--- config.mk ---
export PLATFORM = sky130hd
export DESIGN_NAME = hazard_ctrl_flat
export DESIGN_NICKNAME = d
export VERILOG_FILES = /design/src/rtl/hazard_ctrl_if.sv /design/src/rtl/hazard_ctrl.sv /design/src/flat_wrapper.sv
export SDC_FILE = /design/constraint.sdc
export NUM_CORES = 1
export LEC_CHECK = 0
export ABC_CLOCK_PERIOD_IN_PS = 2900
export CORE_MARGIN = 5
export CORE_UTILIZATION = 39
export CTS_CLUSTER_DIAMETER = 120
export DETAILED_ROUTE_END_ITERATION = 7
export HOLD_SLACK_MARGIN = 0.1
export PLACE_DENSITY = 0.69
export RECOVER_POWER = 100
export SLEW_MARGIN = 20
export SYNTH_ARGS = -nofsm -noshare
export SYNTH_HDL_FRONTEND = slang
export SYNTH_SLANG_ARGS = --single-unit
--- constraint.sdc ---
create_clock -name clk_i -period 2.9 [get_ports clk_i]
set_clock_uncertainty 0.2 [all_clocks]
set_input_delay 0.435 -clock clk_i [delete_from_list [all_inputs] [get_ports clk_i]]
set_output_delay 0.435 -clock clk_i [all_outputs]
set_load 0.05 [all_outputs]
--- src/rtl/hazard_ctrl_if.sv ---
// Decode-side handshake between the OTTER pipeline datapath and the hazard controller.
// The datapath drives through the master modport; hazard_ctrl sits on the slave modport.
interface hazard_ctrl_if;
    logic [31:0] dec_ir;
    logic        dec_valid;
    logic        br_taken;
    logic        int_req;
    logic        pc_write;
    logic        dec_en;
    logic        dec_flush;
    logic        ex_flush;
    logic [1:0]  fwd_a;
    logic [1:0]  fwd_b;
    logic        int_taken;
    logic        busy;

    modport master (
        output dec_ir, dec_valid, br_taken, int_req,
        input  pc_write, dec_en, dec_flush, ex_flush, fwd_a, fwd_b, int_taken, busy
    );

    modport slave (
        input  dec_ir, dec_valid, br_taken, int_req,
        output pc_write, dec_en, dec_flush, ex_flush, fwd_a, fwd_b, int_taken, busy
    );
endinterface

--- src/rtl/hazard_ctrl.sv ---
// Hazard/sequencing controller for the 5-stage OTTER pipeline: register-write scoreboard,
// operand forwarding, load-use stalls, redirect squashes and interrupt drain-then-take.
module hazard_ctrl #(
    parameter int unsigned FlushCycles = 2
) (
    input logic          clk_i,
    input logic          rst_ni,
    hazard_ctrl_if.slave hz_io
);
    localparam int unsigned CntW = (FlushCycles > 1) ? $clog2(FlushCycles) : 1;
    localparam logic [CntW-1:0] CntLoad = CntW'(FlushCycles - 1);

    localparam logic [6:0] OpcOp     = 7'b0110011;
    localparam logic [6:0] OpcOpImm  = 7'b0010011;
    localparam logic [6:0] OpcLoad   = 7'b0000011;
    localparam logic [6:0] OpcStore  = 7'b0100011;
    localparam logic [6:0] OpcBranch = 7'b1100011;
    localparam logic [6:0] OpcJalr   = 7'b1100111;
    localparam logic [6:0] OpcJal    = 7'b1101111;
    localparam logic [6:0] OpcLui    = 7'b0110111;
    localparam logic [6:0] OpcAuipc  = 7'b0010111;
    localparam logic [6:0] OpcSystem = 7'b1110011;

    typedef struct packed {
        logic       v;
        logic [4:0] rd;
        logic       ld;
    } sb_entry_t;

    typedef enum logic [1:0] {StIdle, StDrain, StTake} state_e;

    sb_entry_t       ex_q, mem_q, wb_q, ex_d;
    state_e          state_q, state_d;
    logic [CntW-1:0] cnt_q, cnt_d;

    logic [6:0] opcode;
    logic [2:0] funct3;
    logic [4:0] rs1, rs2, rd;
    logic       uses_rs1, uses_rs2, writes_rd, is_load;
    logic       use1, use2, wr_rd, stall;
    logic       pc_write, dec_en, dec_flush, ex_flush, int_taken;
    logic       unused_bits;

    assign opcode      = hz_io.dec_ir[6:0];
    assign rd          = hz_io.dec_ir[11:7];
    assign funct3      = hz_io.dec_ir[14:12];
    assign rs1         = hz_io.dec_ir[19:15];
    assign rs2         = hz_io.dec_ir[24:20];
    assign unused_bits = ^{hz_io.dec_ir[31:25], wb_q.ld};

    always_comb begin
        uses_rs1  = 1'b0;
        uses_rs2  = 1'b0;
        writes_rd = 1'b0;
        is_load   = 1'b0;
        case (opcode)
            OpcOp:                    begin uses_rs1 = 1'b1; uses_rs2 = 1'b1; writes_rd = 1'b1; end
            OpcOpImm, OpcJalr:        begin uses_rs1 = 1'b1; writes_rd = 1'b1; end
            OpcLoad:                  begin uses_rs1 = 1'b1; writes_rd = 1'b1; is_load = 1'b1; end
            OpcStore, OpcBranch:      begin uses_rs1 = 1'b1; uses_rs2 = 1'b1; end
            OpcJal, OpcLui, OpcAuipc: writes_rd = 1'b1;
            OpcSystem: begin
                uses_rs1  = (funct3 != 3'd0) && !funct3[2];
                writes_rd = (funct3 != 3'd0);
            end
            default: ;
        endcase
    end

    // A bubble in decode uses and writes nothing; x0 is never a dependency.
    assign use1  = hz_io.dec_valid & uses_rs1 & (rs1 != 5'd0);
    assign use2  = hz_io.dec_valid & uses_rs2 & (rs2 != 5'd0);
    assign wr_rd = writes_rd & (rd != 5'd0);

    function automatic logic ld_hit(sb_entry_t e, logic [4:0] rs);
        return e.v & e.ld & (e.rd == rs);
    endfunction

    function automatic logic [1:0] fwd_sel(logic use_rs, logic [4:0] rs, sb_entry_t ex,
                                           sb_entry_t mem, sb_entry_t wb);
        if (!use_rs)                    return 2'd0;
        else if (ex.v && ex.rd == rs)   return 2'd1;
        else if (mem.v && mem.rd == rs) return 2'd2;
        else if (wb.v && wb.rd == rs)   return 2'd3;
        else                            return 2'd0;
    endfunction

    // Load data only exists at writeback, so a load in EX or MEM cannot be forwarded.
    assign stall = (use1 & (ld_hit(ex_q, rs1) | ld_hit(mem_q, rs1)))
                 | (use2 & (ld_hit(ex_q, rs2) | ld_hit(mem_q, rs2)));

    always_comb begin
        state_d   = state_q;
        cnt_d     = (cnt_q != '0) ? cnt_q - 1'b1 : '0;
        pc_write  = 1'b1;
        dec_en    = 1'b1;
        dec_flush = 1'b0;
        ex_flush  = 1'b0;
        int_taken = 1'b0;
        case (state_q)
            StIdle: begin
                dec_flush = (cnt_q != '0);
                if (stall) begin
                    pc_write = 1'b0;
                    dec_en   = 1'b0;
                    ex_flush = 1'b1;
                end else if (hz_io.br_taken && hz_io.dec_valid) begin
                    dec_flush = 1'b1;
                    cnt_d     = CntLoad;
                end
                if (hz_io.int_req && cnt_q == '0 && !stall && !hz_io.br_taken) begin
                    state_d = StDrain;
                end
            end
            StDrain: begin
                pc_write  = 1'b0;
                dec_flush = 1'b1;
                ex_flush  = 1'b1;
                if (!ex_q.v && !mem_q.v && !wb_q.v) state_d = StTake;
            end
            StTake: begin
                int_taken = 1'b1;
                dec_flush = 1'b1;
                state_d   = StIdle;
            end
            default: state_d = StIdle;
        endcase
    end

    always_comb begin
        ex_d = '0;
        if (hz_io.dec_valid && dec_en && !ex_flush && wr_rd) begin
            ex_d = '{v: 1'b1, rd: rd, ld: is_load};
        end
    end

    always_ff @(posedge clk_i or negedge rst_ni) begin
        if (!rst_ni) begin
            ex_q    <= '0;
            mem_q   <= '0;
            wb_q    <= '0;
            state_q <= StIdle;
            cnt_q   <= '0;
        end else begin
            ex_q    <= ex_d;
            mem_q   <= ex_q;
            wb_q    <= mem_q;
            state_q <= state_d;
            cnt_q   <= cnt_d;
        end
    end

    assign hz_io.pc_write  = pc_write;
    assign hz_io.dec_en    = dec_en;
    assign hz_io.dec_flush = dec_flush;
    assign hz_io.ex_flush  = ex_flush;
    assign hz_io.int_taken = int_taken;
    assign hz_io.fwd_a     = stall ? 2'd0 : fwd_sel(use1, rs1, ex_q, mem_q, wb_q);
    assign hz_io.fwd_b     = stall ? 2'd0 : fwd_sel(use2, rs2, ex_q, mem_q, wb_q);
    assign hz_io.busy      = (state_q != StIdle) || (cnt_q != '0);
endmodule

--- src/flat_wrapper.sv ---
// flat-port wrapper written by rule: the top's interface ports become plain ports
module hazard_ctrl_flat 
#(
    parameter int unsigned FlushCycles = 2
)
  (clk_i, rst_ni, hz_io_dec_ir, hz_io_dec_valid, hz_io_br_taken, hz_io_int_req, hz_io_pc_write, hz_io_dec_en, hz_io_dec_flush, hz_io_ex_flush, hz_io_fwd_a, hz_io_fwd_b, hz_io_int_taken, hz_io_busy);
  hazard_ctrl_if hz_io_i ();
  input logic clk_i;
  input logic rst_ni;
  input wire logic [$bits(hz_io_i.dec_ir)-1:0] hz_io_dec_ir;
  input wire logic [$bits(hz_io_i.dec_valid)-1:0] hz_io_dec_valid;
  input wire logic [$bits(hz_io_i.br_taken)-1:0] hz_io_br_taken;
  input wire logic [$bits(hz_io_i.int_req)-1:0] hz_io_int_req;
  output wire logic [$bits(hz_io_i.pc_write)-1:0] hz_io_pc_write;
  output wire logic [$bits(hz_io_i.dec_en)-1:0] hz_io_dec_en;
  output wire logic [$bits(hz_io_i.dec_flush)-1:0] hz_io_dec_flush;
  output wire logic [$bits(hz_io_i.ex_flush)-1:0] hz_io_ex_flush;
  output wire logic [$bits(hz_io_i.fwd_a)-1:0] hz_io_fwd_a;
  output wire logic [$bits(hz_io_i.fwd_b)-1:0] hz_io_fwd_b;
  output wire logic [$bits(hz_io_i.int_taken)-1:0] hz_io_int_taken;
  output wire logic [$bits(hz_io_i.busy)-1:0] hz_io_busy;
  assign hz_io_i.dec_ir = hz_io_dec_ir;
  assign hz_io_i.dec_valid = hz_io_dec_valid;
  assign hz_io_i.br_taken = hz_io_br_taken;
  assign hz_io_i.int_req = hz_io_int_req;
  assign hz_io_pc_write = hz_io_i.pc_write;
  assign hz_io_dec_en = hz_io_i.dec_en;
  assign hz_io_dec_flush = hz_io_i.dec_flush;
  assign hz_io_ex_flush = hz_io_i.ex_flush;
  assign hz_io_fwd_a = hz_io_i.fwd_a;
  assign hz_io_fwd_b = hz_io_i.fwd_b;
  assign hz_io_int_taken = hz_io_i.int_taken;
  assign hz_io_busy = hz_io_i.busy;
  hazard_ctrl #(.FlushCycles(FlushCycles)) u_core (.clk_i(clk_i), .rst_ni(rst_ni), .hz_io(hz_io_i));
endmodule
After elaboration in Yosys (flattened, before gate mapping):

Cells that the tools add are included.

* add/subtract/negate cells: 1
* eq/ne operators: 20
* mux-type cells: 31
* bitwise logic cells: 17
* reduce and logical (&&, ||, !) cells: 35

Operator list (number)
* equality test 5 bit: 6
* equality test 7 bit, second input constant: 4
* 2-to-1 mux 2 bit: 12
* equality test 7 x 6 -> 1 bit, second input constant: 3
* logical AND 1 bit: 16
* nonzero test 5 bit: 3
* equality test 7 x 5 -> 1 bit, second input constant: 2
* bitwise AND 1 bit: 13
* 2-to-1 mux 1 bit: 12
* one-hot mux 1 bit (2 select lines): 5
* equality test 7 x 2 -> 1 bit, second input constant: 1
* logical NOT 1 bit: 7
* 2-to-1 mux 7 bit: 1
* OR reduction 7 bit: 1
* OR reduction 6 bit: 1
* inequality test 2 x 1 -> 1 bit, second input constant: 2
* one-hot mux 2 bit (2 select lines): 1
* OR 1 bit: 3
* nonzero test 3 bit: 1
* OR reduction 3 bit: 1
* equality test 2 x 1 -> 1 bit, second input constant: 1
* equality test 2 bit, second input constant: 1
* logical NOT 2 bit: 1
* AND reduction 2 bit: 1
* 5 further kinds: 5

* register bits: 23
* bits of input ports: 37
* output and inout port bits: 10

Longest topological paths before layout:

Gate-level depths: netlist of the first run.

* depth in word-level cells: 13
* mapped depth: 7

Least setup slack after synthesis of the first run:

No wires, ideal clock.

* path type: input port to output port
* from: in hz_io_dec_ir[15]
* to: out hz_io_fwd_b[1]
* arrival: 3.870 ns
* data required time: 2.265 ns
* setup slack: -1.605 ns
* stages on the path: 5
* buffers on the path: 0
* cell sequence: or4_1 o21ai_1 a21oi_1 a21o_4 a2111oi_0

* cells in the longest elaborated chain, start to end: 6

RTL lines
* from (decl): RTL line flat_wrapper.sv:10 `input wire logic [$bits(hz_io_i.dec_ir)-1:0] hz_io_dec_ir;`
* equality test 5 bit: RTL line hazard_ctrl.sv:76 `return e.v & e.ld & (e.rd == rs);`
* bitwise AND 1 bit: RTL line hazard_ctrl.sv:76
* OR 1 bit: RTL line hazard_ctrl.sv:89 `assign stall = (use1 & (ld_hit(ex_q, rs1) | ld_hit(mem_q, rs1)))`
* bitwise AND 1 bit *: RTL line hazard_ctrl.sv:89
* OR 1 bit *: RTL line hazard_ctrl.sv:90 `| (use2 & (ld_hit(ex_q, rs2) | ld_hit(mem_q, rs2)));`
* 2-to-1 mux 2 bit *: RTL line hazard_ctrl.sv:159 `assign hz_io.fwd_b = stall ? 2'd0 : fwd_sel(use2, rs2, ex_q, mem_q, wb_q);`
* to (decl): RTL line flat_wrapper.sv:19 `output wire logic [$bits(hz_io_i.fwd_b)-1:0] hz_io_fwd_b;`

Mark *: on every way between the ends. The rest lies on a longest branch, timed or not.

Worst setup path in the final report of the first run:

* from: in hz_io_dec_ir[14]
* to: out hz_io_fwd_a[1]

* cells in the longest elaborated chain, start to end: 8

RTL lines
* nonzero test 3 bit / logical NOT 1 bit (equally long branches): RTL line hazard_ctrl.sv:63 `uses_rs1 = (funct3 != 3'd0) && !funct3[2];`
* logical AND 1 bit *: RTL line hazard_ctrl.sv:63
* one-hot mux 1 bit (2 select lines) *: RTL line hazard_ctrl.sv:56 `case (opcode)`
* bitwise AND 1 bit * (2 in series): RTL line hazard_ctrl.sv:71 `assign use1 = hz_io.dec_valid & uses_rs1 & (rs1 != 5'd0);`
* bitwise AND 1 bit: RTL line hazard_ctrl.sv:89
* OR 1 bit: RTL line hazard_ctrl.sv:90
* 2-to-1 mux 2 bit *: RTL line hazard_ctrl.sv:158 `assign hz_io.fwd_a = stall ? 2'd0 : fwd_sel(use1, rs1, ex_q, mem_q, wb_q);`
* to (decl): RTL line flat_wrapper.sv:18 `output wire logic [$bits(hz_io_i.fwd_a)-1:0] hz_io_fwd_a;`

Marks and branches as above.

==> summary.txt, run 1 <==
Status
  – Status: complete, but fails checks
  – Failing checks: negative setup slack

Cells and area
  – Share of layout cells above drive strength 1: 32.1%
  – Fin cells: 272
  – Synthesis-to-layout area growth: 56.7%
  – Most frequent cells in the layout: buf_4 (29), dfrtp_1 (23), xnor2_1 (18)
  – Final Cell Area: 0.00231 sq mm
  – # diodes: 0
  – Commonest non-fill, non-tap cell in the layout: buf_4
  – NumNets Final: 267

STA
  – Fmax achieved: 344 MHz
  – Hold Slack: 0.180 ns
  – RSZ-0062 raised after global routing: true
  – Slew @ Worst Pin: 1.21 ns
  – Min Tclk post-route: 2.90 ns
  – Tcrit/Tclk final: 100%
  – # setup viols final: 1
  – Final Hold Vio Count: 0
  – Relative slew margins: 19.2%
  – Post-layout worst setup margin: -0.00346 ns
  – Pins Over Slew Limit: 0

Global routing
  – Largest net degree at the start of global routing: 24
  – First-pass GRT wire length: 6.74 mm
  – Initial antenna violation count: 0
  – Grt ovf: 0
  – Vias in the first global route: 1510
  – All-Layer GR Usage: 16.5%

Yosys
  – Cells after Synth: 150
  – Sequential area share after synthesis: 39.0%
  – Avg Inst Size Synth: 9.83 sq um
  – Top-area cell type share of the netlist area: 39.0%
  – Largest area contributor in the netlist: dfrtp_1
  – Netlist cell types: 38
  – Post-Syn Nets: 192
  – Adder-Cell Fraction of Synth Area: 4.24%
  – Largest family of logic cells by synthesized area: simple AND/OR/NAND/NOR gates
  – Ys Warns: 0
  – Netlist Area Pre-Place: 0.00148 sq mm
  – Synth Area in Simple Gates: 19.8%
  – Mux contribution to synthesized area: 2.21%
  – Synth Register Bits: 23
  – Post-synthesis xor/xnor area fraction: 17.8%
  – Post-synthesis compound-gate area fraction: 14.7%
  – Synth top area cells: dfrtp_1 (39%), xnor2_1 (11%), xor2_1 (7.1%)

Clock tree
  – Clock latency on the worst-skew pair: 0.26 ns
  – CTS tree: built
  – CTS Root Buffer Type: clkbuf_8
  – CTS clk-pin slew, worst paths: 0.08 ns
  – CTS hold repair buffers: 0
  – Clock Tree Buf Depth: 2
  – TritonCTS Buffers: 3
  – TritonCTS Sinks: 23
  – H-tree depth: 1

Floorplan
  – DIE AREA: 0.00511 sq mm
  – Die Ht: 71.5 um
  – Ports: 47
  – Initial Util: 40.3%
  – Std cell rows: 22
  – Die Wd: 71.5 um
  – CORE AREA: 0.00366 sq mm

Placement
  – Pre-CTS setup slack: -0.267 ns
  – Placed insts: 265
  – Detail Placement HPWL: 3.19 mm
  – Post-Place Cell Area: 0.00223 sq mm
  – IO Port Bufs: 39
  – Global placement routability congestion: 0.856

Setup path
  – Crit path required time: 2.27 ns
  – Reg2reg end: u_core.ex_q[0]
  – Critical Path Start Type: input pin
  – Critical path cell sequence: clkdlybuf4s50_1, o21bai_1, a221o_2, a21oi_4, buf_4, nand3b_1, a221oi_2, buf_12
  – Crit path max-delay cell type: clkdlybuf4s50_1
  – Setup crit start: hz_io_dec_ir[14]
  – Largest stage delay, worst path: 0.42 ns
  – Crit Path Max Fanout: 2
  – CP endpoint kind: output pin
  – Worst endpoint data arrival time: 2.27 ns
  – Critical R2R Launch: u_core.mem_q[2]
  – Worst R2R Setup Slack: 0.20 ns
  – Worst Reg-to-Reg Cells: 9
  – Setup Crit Path Kind: in -> out

Hold path
  – Hold WC Path Type: reg -> reg
  – WHS Endpoint: u_core.mem_q[0]
  – Hold depth: 0
  – Hold_sp: u_core.ex_q[0]

Power
  – P per Cell Area: 513 mW/mm^2
  – Maximum vdd drop: 0.283 mV
  – Pleak: 1.04 nW

Route
  – Via count: 1416
  – # DRC: 0
  – Detail Route Antenna Nets: 0
  – Initial drt markers: 88
  – Final wirelength: 4.17 mm
  – Drt pass-1 iters: 4
  – Drt wl/cell: 15.3 um
  – Vias per cell: 5.21

Flow run
  – Max Cap Viol: 0
timing repair:
item                                    CTS  global route
gates resized for setup                  29            13
endpoints found under the setup margin    7             7
pin swaps                                10             3
buffers inserted                          2             1
sequential cells by signal, summed over array words and instances (netlist names):
| signal | count |
|---|---|
| u_core.state_q | 2 |
| u_core.ex_q | 7 |
| u_core.mem_q | 7 |
| u_core.wb_q | 6 |
| u_core.cnt_q | 1 |
kinds of logic after synthesis:
logic type | after synthesis
XOR/XNOR | 30
flip-flops | 23
adder cells (fa/ha/maj) | 5
AND/OR/NAND/NOR | 55
multiplexers | 3
buffers and inverters | 8
AO/OA/AOI/OAI | 26
worst max-delay path: cells and delay by family:
kind / cells / cell delay [ns]
simple gates: 1 / 0.11
buf+inv: 3 / 0.73
compound gates: 4 / 0.99
metal layers:
metal | global-route usage [%] | share of wire (%) | up-vias
li1 | - | - | 678
met1 | 19.5 | 41 | 688
met2 | 29.6 | 52 | 40
met3 | 2.66 | 3.7 | 10
met4 | 6.26 | 2.6 | 0
met5 | 0 | 0 | -
layout make-up:
cell class              count  area, sq um
fillers                   324         1350
inverters                   7         26.3
clock buffers               3         41.3
flip-flops and latches     23          576
multi-input cells         119          940
repair buffers             71          664
clock inverters             1         5.00
well taps                  48         60.1
how the worst max path moves through the flow:
stage                     endpoint  slack (ns)
floorplan           hz_io_fwd_b[1]       -0.25
global placement    hz_io_fwd_b[1]       -0.25
detailed placement  hz_io_fwd_b[1]       -0.27
CTS                 hz_io_fwd_a[1]       0.002
global route        hz_io_fwd_a[1]       -0.06
finish              hz_io_fwd_a[1]      -0.003
per-stage QoR:
stage | total power [W] | util [%] | TNS (ns)
final | 0.00119 | 63.2 | -0.00346
after global routing | 0.00125 | 63.2 | -0.164
after CTS | 0.00122 | 63.8 | 0
after detailed placement | 0.00102 | 61.0 | -1.72
after global placement | 0.000998 | 61.0 | -1.41
after floorplan | 0.000740 | - | -0.474
power breakdown:
part,leakage (nW),internal (W),switching (W)
Sequential,0.317,0.000342,0.0000246
Combinational,0.697,0.000281,0.000343
Clock,0.0255,0.0000958,0.000101
synth_stat cells (all sizes together):
library cell / number
nand2: 12
nor3b: 2
nand3b: 1
nand2b: 1
o31ai: 1
a221o: 1
and3: 2
o21a: 1
a32o: 2
a221oi: 1
a21oi: 4
nand4: 1
nand4bb: 1
mux2i: 1
buf: 1
and2: 6
mux2: 2
nand4b: 1
a21o: 3
xor2: 12
xnor2: 18
a211oi: 1
a22oi: 2
a2111oi: 2
or4: 2
dfrtp: 23
nand3: 5
nor2: 11
nor3: 8
ha: 5
o21ai: 5
o21bai: 1
inv: 7
a32oi: 2
nor4: 2
No activity file was read; power rests on OpenSTA's default activity.
==> run 2: changes to the inputs <==
- ABC_AREA: not set -> 0
==> results of run 2 <==
Final layout, timing and power as in run 1 (identical DEF).
==> run 3: changes to the inputs <==
- CORE_UTILIZATION: 39 -> 35
- MAX_ROUTING_LAYER: not set -> met4
- PLACE_DENSITY: 0.69 -> not set
==> run 3 against run 2 <==
- cell count rose by 3.3%
- fmax rose by 2.1%
- register-to-register slack improved by 0.29 ns
- critical endpoint unchanged
- core utilization fell by 4.2 points
- die area rose by 9.8%
- the flow now finishes without violations
- largest power group unchanged
- total power rose by 3.7%
- critical path type unchanged
- combinational power rose by 6.2%
- flip-flop and latch count did not move
==> summary.txt, run 3 (synthesized netlist as in run 1, its figures left out) <==
Hold path
  – Hold WC Path Type: reg -> reg

Placement
  – Detail Placement HPWL: 3.33 mm
  – IO Port Bufs: 39
  – Post-Place Cell Area: 0.00225 sq mm
  – Global placement routability congestion: 0.923

Power
  – Maximum vdd drop: 0.593 mV
  – Pleak: 1.10 nW
  – P per Cell Area: 515 mW/mm^2

STA
  – Relative slew margins: 18.4%
  – RSZ-0062 raised after global routing: true
  – Setup TNS: 0 ns
  – # setup viols final: 0
  – Slew @ Worst Pin: 1.22 ns
  – Pins Over Slew Limit: 0
  – Final Hold Vio Count: 0
  – Fmax achieved: 352 MHz
  – Tcrit/Tclk final: 98.1%
  – Min Tclk post-route: 2.84 ns

Clock tree
  – CTS hold repair buffers: 0
  – TritonCTS Buffers: 3
  – CTS Root Buffer Type: clkbuf_8
  – CTS clk-pin slew, worst paths: 0.08 ns
  – Clock latency on the worst-skew pair: 0.27 ns
  – TritonCTS Sinks: 23
  – CTS tree: built
  – Clock Tree Buf Depth: 2
  – H-tree depth: 1

Setup path
  – CP endpoint kind: output pin
  – Worst endpoint data arrival time: 2.21 ns
  – Critical Path Start Type: input pin
  – Setup Crit Path Kind: in -> out
  – Crit path required time: 2.27 ns
  – Crit Path Max Fanout: 4

Cells and area
  – Final core occ: 58.9%
  – Filler cell count: 333
  – Top Registers: u_core.ex_q: 7 flops, u_core.mem_q: 7 flops, u_core.wb_q: 6 flops
  – NumNets Final: 274
  – Share of layout cells above drive strength 1: 33.8%
  – Commonest non-fill, non-tap cell in the layout: buf_4
  – Register area: 576 sq um
  – Final Cell Area: 0.00239 sq mm
  – # diodes: 0
  – Synthesis-to-layout area growth: 62.1%
  – Most frequent cells in the layout: buf_4 (35), dfrtp_1 (23), xnor2_1 (18)
  – Footprint of the multi-input gates: 963 sq um

Status
  – Status: finished clean

Route
  – Drt pass-1 iters: 4
  – Via count: 1470
  – Vias per cell: 5.23
  – Final wirelength: 4.33 mm
  – Initial drt markers: 86
  – Detail Route Antenna Nets: 0
  – Drt wl/cell: 15.4 um
  – # DRC: 0

Global routing
  – All-Layer GR Usage: 16.8%
  – First-pass GRT wire length: 6.92 mm
  – Vias in the first global route: 1506
  – Initial antenna violation count: 0
  – Largest net degree at the start of global routing: 24
  – Grt ovf: 0

Floorplan
  – Ports: 47
  – DIE AREA: 0.00561 sq mm
  – CORE AREA: 0.00406 sq mm
  – Die Wd: 74.9 um
  – Die Ht: 74.9 um
  – Std cell rows: 23
  – Initial Util: 36.4%

Flow run
  – Max Cap Viol: 0
## run 3: cell count changes in the layout (fill, tap and decap cells not counted), moves of 2 or more
cell             delta
buf_4               +6
dlygate4sd2_1       +3
nor3_2              -2
clkbuf_2            -3
clkdlybuf4s50_1     -3
clkbuf_4            +2
dlymetal6s2s_1      +3
## run 3: worst paths after layout
path | cells past startpoint | from | slack (ns) | to
max | 10 | hz_io_dec_ir[18] | 0.06 | hz_io_fwd_a[1]
min | 0 | u_core.ex_q[0] | 0.18 | u_core.mem_q[0]
max reg2reg | 9 | u_core.mem_q[2] | 0.49 | u_core.ex_q[3]
min reg2reg | 0 | u_core.ex_q[0] | 0.18 | u_core.mem_q[0]
max in group asynchronous | 2 | rst_ni | 1.04 | u_core.mem_q[0]
min in group asynchronous | 2 | rst_ni | 0.73 | u_core.wb_q[3]
## run 3: layout make-up
| cell class | count | area share (%) |
|---|---|---|
| well taps | 50 | 2.62 |
| inverters | 7 | 1.10 |
| clock inverters | 1 | 0.209 |
| repair buffers | 78 | 30.0 |
| clock buffers | 3 | 1.73 |
| multi-input cells | 119 | 40.3 |
| flip-flops and latches | 23 | 24.1 |
## run 3: worst max-delay path: stages
cell	delay [ns]
dlygate4sd2_1	0.28
buf_4	0.15
xnor2_1	0.12
nand3_1	0.09
nor3_2	0.06
a32o_2	0.24
buf_4	0.13
nand3b_1	0.18
a221oi_2	0.19
bufbuf_8	0.32
## run 3: repair_timing
item                                    in CTS  in global routing
endpoints found under the hold margin        0                  0
pin swaps                                   11                  3
gates resized for setup                     34                  8
buffers inserted                             8                  0
endpoints found under the setup margin       8                  5
## run 3: stage by stage
| stage | hold slack (ns) | power, W | instances | worst slack, ns |
|---|---|---|---|---|
| 4_1_cts | 0.178 | 0.00124 | 281 | 0.00848 |
| 3_5_place_dp | 0.159 | 0.00103 | 269 | -0.317 |
| 2_1_floorplan | -0.0606 | 0.000740 | 150 | -0.252 |
| 3_3_place_gp | 0.152 | 0.00101 | 269 | -0.277 |
| 5_1_grt | 0.201 | 0.00129 | 281 | -0.0195 |
| 6_report | 0.176 | 0.00123 | 281 | 0.0565 |
## run 3: power by group
group	internal [W]	switching, W	total (W)
clock	0.0000960	0.000107	0.000203
combinational	0.000298	0.000365	0.000663
sequential	0.000342	0.0000224	0.000365
total	0.000736	0.000494	0.00123
## run 3: per-layer routing
metal  GRT usage [%]  up-vias  routed length, um
met5               -        -                  0
met4            7.51        0                119
met3            1.74       16                189
met2            27.7       54               2100
met1            20.7      702               1920
li1                -      698                  -
